==> config.mk <==
export PLATFORM = sky130hd
export DESIGN_NAME = key_action_map_flat
export DESIGN_NICKNAME = d
export VERILOG_FILES = /design/src/rtl/key_action_if.sv /design/src/rtl/key_action_map.sv /design/src/flat_wrapper.sv
export SDC_FILE = /design/constraint.sdc
export NUM_CORES = 1
export LEC_CHECK = 0
export CAP_MARGIN = 0
export CORE_AREA = 2 2 45 47
export CTS_BUF_LIST = sky130_fd_sc_hd__clkbuf_4 sky130_fd_sc_hd__clkbuf_8
export CTS_CLUSTER_DIAMETER = 30
export CTS_CLUSTER_SIZE = 40
export DETAILED_ROUTE_END_ITERATION = 7
export DIE_AREA = 0 0 47 49
export PLACE_DENSITY = 0.85
export REMOVE_ABC_BUFFERS = 1
export SETUP_SLACK_MARGIN = 0.15
export SLEW_MARGIN = 20
export SYNTH_ARGS = -nofsm -noshare
export SYNTH_HDL_FRONTEND = slang
export SYNTH_SLANG_ARGS = --single-unit
==> constraint.sdc <==
create_clock -name clk -period 1.3 [get_ports clk]
set_input_delay 0.26 -clock clk [delete_from_list [all_inputs] [get_ports clk]]
set_output_delay 0.26 -clock clk [all_outputs]
set_load 0.02 [all_outputs]
==> src/rtl/key_action_if.sv <==
// key_action_if: key-event inputs and decoded action outputs of key_action_map.
interface key_action_if #(
  parameter int N_ACT  = 3,
  parameter int CODE_W = 9
);
  logic              key_valid;
  logic              key_state;
  logic [CODE_W-1:0] key_code;
  logic              tick;
  logic [N_ACT-1:0]  held;
  logic [N_ACT-1:0]  act;
  logic [N_ACT-1:0]  press_evt;
  logic [N_ACT-1:0]  release_evt;
  logic              unknown_code;
  modport master (
    output key_valid, key_state, key_code, tick,
    input  held, act, press_evt, release_evt, unknown_code
  );
  modport slave (
    input  key_valid, key_state, key_code, tick,
    output held, act, press_evt, release_evt, unknown_code
  );
endinterface

==> src/rtl/key_action_map.sv <==
// key_action_map: key make/break events to held/act state, per-tick edge pulses, SOCD resolution.
// Optional stuck-key watchdog enabled by defining KEY_ACTION_WATCHDOG_EN.
module key_action_map #(
  parameter int                      N_ACT        = 3,
  parameter int                      CODE_W       = 9,
  parameter logic [N_ACT*CODE_W-1:0] ACT_CODES    = {9'd87, 9'd68, 9'd65},
  parameter int                      SOCD_MODE    = 2,
  parameter int                      SOCD_A       = 0,
  parameter int                      SOCD_B       = 1,
  parameter logic [23:0]             HOLD_TIMEOUT = 24'd10_000_000
) (
  input logic        clk,
  input logic        rst,
  key_action_if.slave kif
);
  logic [N_ACT-1:0] hit, expire, held_d, held_q, act_d, act_q, pe, re;
  logic [N_ACT-1:0] press_acc_d, press_acc_q, release_acc_d, release_acc_q;
  logic [N_ACT-1:0] press_evt_d, press_evt_q, release_evt_d, release_evt_q;
  logic             unk_d, unk_q, last_d, last_q, both;
  always_comb begin
    for (int i = 0; i < N_ACT; i++)
      hit[i] = kif.key_valid && kif.key_code == ACT_CODES[i*CODE_W +: CODE_W];
  end
`ifdef KEY_ACTION_WATCHDOG_EN
  localparam int WD_W = $clog2(HOLD_TIMEOUT + 1);
  logic [N_ACT-1:0][WD_W-1:0] wd_d, wd_q;
  // Expiry lands on the edge where the count would reach HOLD_TIMEOUT, so held stays up exactly that many cycles.
  always_comb begin
    for (int i = 0; i < N_ACT; i++) begin
      expire[i] = held_q[i] && !hit[i] && wd_q[i] == WD_W'(HOLD_TIMEOUT - 24'd1);
      wd_d[i]   = (hit[i] || !held_q[i] || expire[i]) ? '0 : wd_q[i] + 1'b1;
    end
  end
  always_ff @(posedge clk or posedge rst)
    if (rst) wd_q <= '0;
    else     wd_q <= wd_d;
`else
  assign expire = '0;
`endif
  always_comb begin
    for (int i = 0; i < N_ACT; i++)
      held_d[i] = hit[i] ? kif.key_state : held_q[i] && !expire[i];
  end
  assign pe            = held_d & ~held_q;
  assign re            = held_q & ~held_d;
  assign press_acc_d   = kif.tick ? '0 : press_acc_q | pe;
  assign release_acc_d = kif.tick ? '0 : release_acc_q | re;
  assign press_evt_d   = kif.tick ? press_acc_q | pe : '0;
  assign release_evt_d = kif.tick ? release_acc_q | re : '0;
  assign unk_d         = kif.key_valid && hit == '0;
  assign last_d        = pe[SOCD_A] ? 1'b0 : pe[SOCD_B] ? 1'b1 : last_q;
  assign both          = held_d[SOCD_A] && held_d[SOCD_B];
  // last_q = 1 means channel B pressed most recently.
  always_comb begin
    act_d = held_d;
    if (both && SOCD_MODE == 1) begin
      act_d[SOCD_A] = 1'b0;
      act_d[SOCD_B] = 1'b0;
    end else if (both && SOCD_MODE == 2) begin
      act_d[SOCD_A] = !last_d;
      act_d[SOCD_B] = last_d;
    end
  end
  always_ff @(posedge clk or posedge rst) begin
    if (rst) begin
      held_q        <= '0;
      act_q         <= '0;
      press_acc_q   <= '0;
      release_acc_q <= '0;
      press_evt_q   <= '0;
      release_evt_q <= '0;
      unk_q         <= 1'b0;
      last_q        <= 1'b0;
    end else begin
      held_q        <= held_d;
      act_q         <= act_d;
      press_acc_q   <= press_acc_d;
      release_acc_q <= release_acc_d;
      press_evt_q   <= press_evt_d;
      release_evt_q <= release_evt_d;
      unk_q         <= unk_d;
      last_q        <= last_d;
    end
  end
  assign kif.held         = held_q;
  assign kif.act          = act_q;
  assign kif.press_evt    = press_evt_q;
  assign kif.release_evt  = release_evt_q;
  assign kif.unknown_code = unk_q;
endmodule

==> src/flat_wrapper.sv <==
// flat-port wrapper written by rule: the top's interface ports become plain ports
module key_action_map_flat 
#(
  parameter int                      N_ACT        = 3,
  parameter int                      CODE_W       = 9,
  parameter logic [N_ACT*CODE_W-1:0] ACT_CODES    = {9'd87, 9'd68, 9'd65},
  parameter int                      SOCD_MODE    = 2,
  parameter int                      SOCD_A       = 0,
  parameter int                      SOCD_B       = 1,
  parameter logic [23:0]             HOLD_TIMEOUT = 24'd10_000_000
)
  (clk, rst, kif_key_valid, kif_key_state, kif_key_code, kif_tick, kif_held, kif_act, kif_press_evt, kif_release_evt, kif_unknown_code);
  key_action_if #(.N_ACT(N_ACT), .CODE_W(CODE_W)) kif_i ();
  input logic clk;
  input logic rst;
  input wire logic [$bits(kif_i.key_valid)-1:0] kif_key_valid;
  input wire logic [$bits(kif_i.key_state)-1:0] kif_key_state;
  input wire logic [$bits(kif_i.key_code)-1:0] kif_key_code;
  input wire logic [$bits(kif_i.tick)-1:0] kif_tick;
  output wire logic [$bits(kif_i.held)-1:0] kif_held;
  output wire logic [$bits(kif_i.act)-1:0] kif_act;
  output wire logic [$bits(kif_i.press_evt)-1:0] kif_press_evt;
  output wire logic [$bits(kif_i.release_evt)-1:0] kif_release_evt;
  output wire logic [$bits(kif_i.unknown_code)-1:0] kif_unknown_code;
  assign kif_i.key_valid = kif_key_valid;
  assign kif_i.key_state = kif_key_state;
  assign kif_i.key_code = kif_key_code;
  assign kif_i.tick = kif_tick;
  assign kif_held = kif_i.held;
  assign kif_act = kif_i.act;
  assign kif_press_evt = kif_i.press_evt;
  assign kif_release_evt = kif_i.release_evt;
  assign kif_unknown_code = kif_i.unknown_code;
  key_action_map #(.N_ACT(N_ACT), .CODE_W(CODE_W), .ACT_CODES(ACT_CODES), .SOCD_MODE(SOCD_MODE), .SOCD_A(SOCD_A), .SOCD_B(SOCD_B), .HOLD_TIMEOUT(HOLD_TIMEOUT)) u_core (.clk(clk), .rst(rst), .kif(kif_i));
endmodule
==> impl_metrics.ini, run 1 <==
[route]
wire_per_inst_um = 14.3
vias = 721
drt-vias-per-instance = 5.04
ant_nets = 0
drt_iter0_drc = 24
totalWireLength_um = 2050
drc = 0
drt_first_pass_iters = 4

[pwr]
power.switching_mw = 0.267
swShare = 0.255
p_int_mw = 0.781
p_seq_frac = 0.577
power_density_mw_per_mm2 = 803
ir_drop_mv = 0.789
clockPowerShare = 0.293
power_frac_comb = 0.130
p_leak_nw = 0.651

[min_path]
hold_class = input port to asynchronous set/reset pin

[global_route]
grt_pass1_wl_um = 2970
grt_overflow = 0
grt_pass1_vias = 691
grt_use_total = 0.182
antenna_found_initial = 0
grt_max_degree = 20

[timing]
slew_violations = 0
fin_tns_setup_ps = -2200
skew_ps = 0.790
slew_headroom = 0.718
finalCriticalPeriod_ps = 1560
rsz0062_at_grt = yes
hold_ws_ps = 272
hold_violations = 0
min_period_over_period = 1.20
fmax_mhz = 642
setup_ws_ps = -257
tightest_slew_ps = 421
finalSetupViolations = 18

[run_status]
violations = negative setup slack
outcome = finished with violations

[placed_design]
portBuffers = 26
finalWeightedCongestion = 0.732
dp_hpwl_um = 1280
dp_cells = 134
placed_area_sq_mm = 0.00118

[flow_run]
drv_cap = 0

[logic_synthesis]
synth_flop_cell = dfrtp_1
synthArstFlopShare = 1.00
synth_area_sq_um = 807
synth-edff-count = 0
yosysWarnings = 0
synth_cell_type_count = 26
synth_top_cell_by_area = dfrtp_1
ys_seq_elements = 19
syn_inst = 71
synthTopCellsByArea = dfrtp_1 59%, nor2b_1 4.7%, nor2_1 3.3%, a31oi_1 3.1%, a21oi_1 2.5%
synth_area_per_cell_sq_um = 11.4
synth-seq-area-share = 0.589
synth_top_area_share = 0.589

[finish]
drive_gt1_frac = 0.491
syn_to_final_growth_pct = 61.7
num-nets-final = 131
stdcell_area_sq_mm = 0.00131
diodes = 0
instances_no_fill = 143

[critical_path]
crit_buf_inv = 4
cpMostUsedCell = buf_4
crit_arrival_ps = 1760
path_cells = dlygate4sd2_1 -> nor4b_2 -> nor4bb_1 -> buf_4 -> buf_4 -> buf_6 -> or3_2 -> o211a_1
slowest_stage = or3_2
critPathLaunchType = input port
endpoint_kind = register
crit_fanout = 4
critPathRequiredTime_ps = 1500
worstSetupPathType = input port to register
crit_family = simple AND/OR/NAND/NOR gates
slowest_delay_ps = 440

[floorplanning]
core_sq_mm = 0.00184
die_w_um = 47
dieArea_sq_mm = 0.00230
initial_core_util = 0.438
die_h_um = 49
io_pins = 27
row_count = 16

[cts]
clock_latency_ps = 300
cts_tree = built
ctsHoldBuffers = 0
cts.sinks = 19
numCtsBuffers = 3
cts_root_buf = clkbuf_4
clk_path_buf_depth = 2
htree_levels = 1
clk_pin_slew_worst_paths_ps = 110
==> power groups by stage <==
| stage | clock network [mW] | logic (mW) | registers (mW) |
|---|---|---|---|
| 5_1_grt | 0.341 | 0.148 | 0.606 |
| 6_report | 0.307 | 0.136 | 0.604 |
| 4_1_cts | 0.308 | 0.125 | 0.603 |
| 3_3_place_gp | 0 | 0.127 | 0.614 |
| 2_1_floorplan | 0 | 0.0310 | 0.625 |
| 3_5_place_dp | 0 | 0.131 | 0.614 |
==> layout by cell type, fill, tap and decap left out, drive strengths merged, types with 2 or more instances in the layout <==
cell and n:
nor4b 2, o211a 2, clkbuf 4, a21oi 4, or3 2, nor3 2, nand3 2, a31oi 4
nor2 7, clkdlybuf4s50 3, buf 35, dfrtp 19, dlygate4sd2 6, nand2 3, nor2b 6, inv 4
mux2 2, o21ai 2
==> logic make-up (layout without fill, tap and decap cells) <==
family,count (synthesis),in the layout,synth area share
buffers and inverters,8,53,0.0558
AO/OA/AOI/OAI,12,12,0.0930
flip-flops,19,19,0.589
multiplexers,3,3,0.0450
AND/OR/NAND/NOR,29,29,0.217
==> tightest hold or removal path, delay by kind of cell <==
kind	cells	cell delay, ps
buf+inv	3	710
==> Yosys cell counts, types with 2 or more instances <==
master   instances
a21oi_1          4
inv_1            4
a31oi_1          4
nor4b_1          2
nand3_1          2
buf_4            2
o211a_1          2
o21ai_0          2
nor2_1           7
nand2_1          3
dfrtp_1         19
nor2b_1          6
==> path summary, 6_finish.rpt <==
check                                        start                 endpoint  slack (ps)  cells past startpoint
max in group asynchronous                      rst       u_core.kif.held[0]         840                      3
min in group clk                     kif_key_valid  u_core.kif.unknown_code         470                      3
setup reg to reg                u_core.kif.held[0]        u_core.kif.act[1]          30                      4
setup / recovery                   kif_key_code[2]        u_core.kif.act[0]        -260                      8
hold / removal                                 rst    u_core.press_acc_q[1]         270                      3
hold reg to reg            u_core.release_acc_q[0]  u_core.release_acc_q[0]         510                      2
==> registers in the layout, summed over array words and instances (netlist names) <==
register	count
u_core.kif.act	3
u_core.kif.press_evt	3
u_core.kif.release_evt	3
u_core.press_acc_q	3
u_core.release_acc_q	3
u_core.kif.held	2
u_core.kif.unknown_code	1
u_core.last_q	1
==> repair_timing <==
item	CTS	global route
resized for setup	80	21
pin swaps	7	4
endpoints found under the hold margin	0	0
setup buffers	1	4
setup endpoints to repair	32	23
==> through the flow <==
stage          worst slack (ps)  power [mW]   util
2_1_floorplan              -802       0.656      -
3_3_place_gp               -869       0.741  0.639
3_5_place_dp               -898       0.745  0.639
4_1_cts                    -244        1.04  0.641
5_1_grt                    -277        1.09  0.709
6_report                   -257        1.05  0.709
==> cell type report <==
class / instances / area (sq um)
clock buffer: 3 / 22.5
multi-input combinational: 44 / 400
inverter: 4 / 15.0
sequential: 19 / 475
clock inverter: 1 / 5.00
tap: 27 / 33.8
fill: 144 / 537
timing repair buffer: 45 / 353
==> layer usage <==
layer	up-vias	global-route usage	wire length, um
li1	339	-	-
met4	0	0.0694	48
met2	32	0.301	1100
met1	344	0.216	786
met5	-	0	0
met3	6	0.0481	119
Note: power is estimated with default switching activity, not from simulation.
==> run 2, diff against run 1 <==
REMOVE_ABC_BUFFERS = not set   (was 1)
==> run 2 against run 1 <==
- the flow still finishes with violations (negative setup slack)
- first-iteration DRC count is 58% lower
- global-route usage rose by 1.7 points
- flip-flop and latch count is the same
- design area fell by 3.3%
- count of clock-buffer cells in the layout is the same
- clock power fell by 4%
- sequential share of layout area increased by 1.2 points
- final cell count shrank 2.8%
- setup slack got worse by 24 ps
- critical path depth decreased by 2
==> impl_metrics.ini, run 2 (synthesis gave the netlist of run 1 again) <==
[run_status]
outcome = finished with violations
violations = negative setup slack

[pwr]
p_leak_nw = 0.644
ir_drop_mv = 0.667
power_density_mw_per_mm2 = 819

[finish]
num-nets-final = 127
diodes = 0
stdcell_area_sq_mm = 0.00126
drive_gt1_frac = 0.438
instances_no_fill = 139
final_common_cell = dfrtp_1
syn_to_final_growth_pct = 56.4
final_cell_mix = 19 x dfrtp_1, 11 x buf_4, 10 x buf_2, 10 x buf_6, 7 x nor2_1

[cts]
clk_pin_slew_worst_paths_ps = 110
ctsHoldBuffers = 0
clk_path_buf_depth = 2
cts.sinks = 19
htree_levels = 1
cts_tree = built
numCtsBuffers = 3
cts_root_buf = clkbuf_4
clock_latency_ps = 290

[critical_path]
critPathLaunchType = input port
crit_fanout = 4
worstSetupPathType = input port to register
endpoint_kind = register
crit_arrival_ps = 1780
critPathRequiredTime_ps = 1500

[global_route]
grt_max_degree = 20
grt_overflow = 0
antenna_found_initial = 0
grt_use_total = 0.199
grt_pass1_vias = 708
grt_pass1_wl_um = 3170

[placed_design]
dp_cells = 131
placed_area_sq_mm = 0.00115
finalWeightedCongestion = 0.773
portBuffers = 26
dp_hpwl_um = 1380

[timing]
min_period_over_period = 1.22
slew_headroom = 0.751
fmax_mhz = 633
fin_tns_setup_ps = -2780
tightest_slew_ps = 372
hold_violations = 0
finalCriticalPeriod_ps = 1580
setup_ws_ps = -281
finalSetupViolations = 19
skew_ps = 1.29
slew_violations = 0
rsz0062_at_grt = yes
hold_ws_ps = 269

[route]
drt_iter0_drc = 10
drt_first_pass_iters = 4
drt-vias-per-instance = 4.91
totalWireLength_um = 1970
drc = 0
ant_nets = 0
vias = 683
wire_per_inst_um = 14.2

[floorplanning]
io_pins = 27
dieArea_sq_mm = 0.00230
initial_core_util = 0.438
die_h_um = 49
core_sq_mm = 0.00184
die_w_um = 47
row_count = 16

[min_path]
hold_class = input port to asynchronous set/reset pin

[logic_synthesis]
syn-num-nets = 85

[flow_run]
drv_cap = 0
==> run 2: path summary, 6_finish.rpt <==
path                                    startpoint                         to  slack, ps  depth (start not counted)
max                                kif_key_code[7]          u_core.kif.act[1]       -280                          6
min                                            rst  u_core.kif.release_evt[2]        270                          3
max reg2reg                     u_core.kif.held[0]          u_core.kif.act[1]         30                          4
min reg2reg                u_core.release_acc_q[0]    u_core.release_acc_q[0]        500                          2
max in group asynchronous                      rst    u_core.kif.press_evt[0]        840                          3
min in group clk                     kif_key_valid    u_core.kif.unknown_code        410                          2
==> run 2: routing by layer <==
| layer | up-vias | share of wire | global-route usage |
|---|---|---|---|
| met3 | 2 | 0.023 | 0.0556 |
| met1 | 337 | 0.38 | 0.220 |
| li1 | 331 | - | - |
| met5 | - | 0 | 0 |
| met2 | 13 | 0.59 | 0.345 |
| met4 | 0 | 0.0066 | 0.0741 |
==> run 2: area by class of cell <==
class | count | area, sq um
clock buffer | 3 | 22.5
clock inverter | 1 | 5.00
tap | 27 | 33.8
inverter | 4 | 15.0
timing repair buffer | 41 | 335
multi-input combinational | 44 | 375
sequential | 19 | 475
fill | 132 | 579
==> run 2: report_power, final <==
group          total [mW]  leakage, nW  switching (mW)  internal, mW
sequential          0.604        0.258         0.00556         0.598
clock               0.295       0.0177           0.180         0.114
combinational       0.136        0.368          0.0690        0.0672
==> run 2: critical path, cell delays in order <==
cell	delay [ps]
buf_6	90
or4b_4	560
nor4bb_4	290
buf_4	170
mux2_4	300
o211a_1	110
==> run 2: per-stage QoR <==
step / setup WS, ps / power [mW] / util
detailed placement: -946 / 0.741 / 0.626
finish: -281 / 1.03 / 0.685
global placement: -869 / 0.738 / 0.626
CTS: -272 / 1.03 / 0.650
global route: -287 / 1.09 / 0.685
floorplan: -453 / 0.667 / -
==> run 2: repair_timing <==
item / in CTS / in global routing
resized for setup: 85 / 17
setup endpoints to repair: 32 / 23
pin swaps: 6 / 5
setup buffers: 4 / 0
==> run 3, diff against run 2 <==
HOLD_SLACK_MARGIN = 0.06   (was not set)
==> results of run 3 <==
No change in the layout: final DEF, timing and power equal those of run 2.
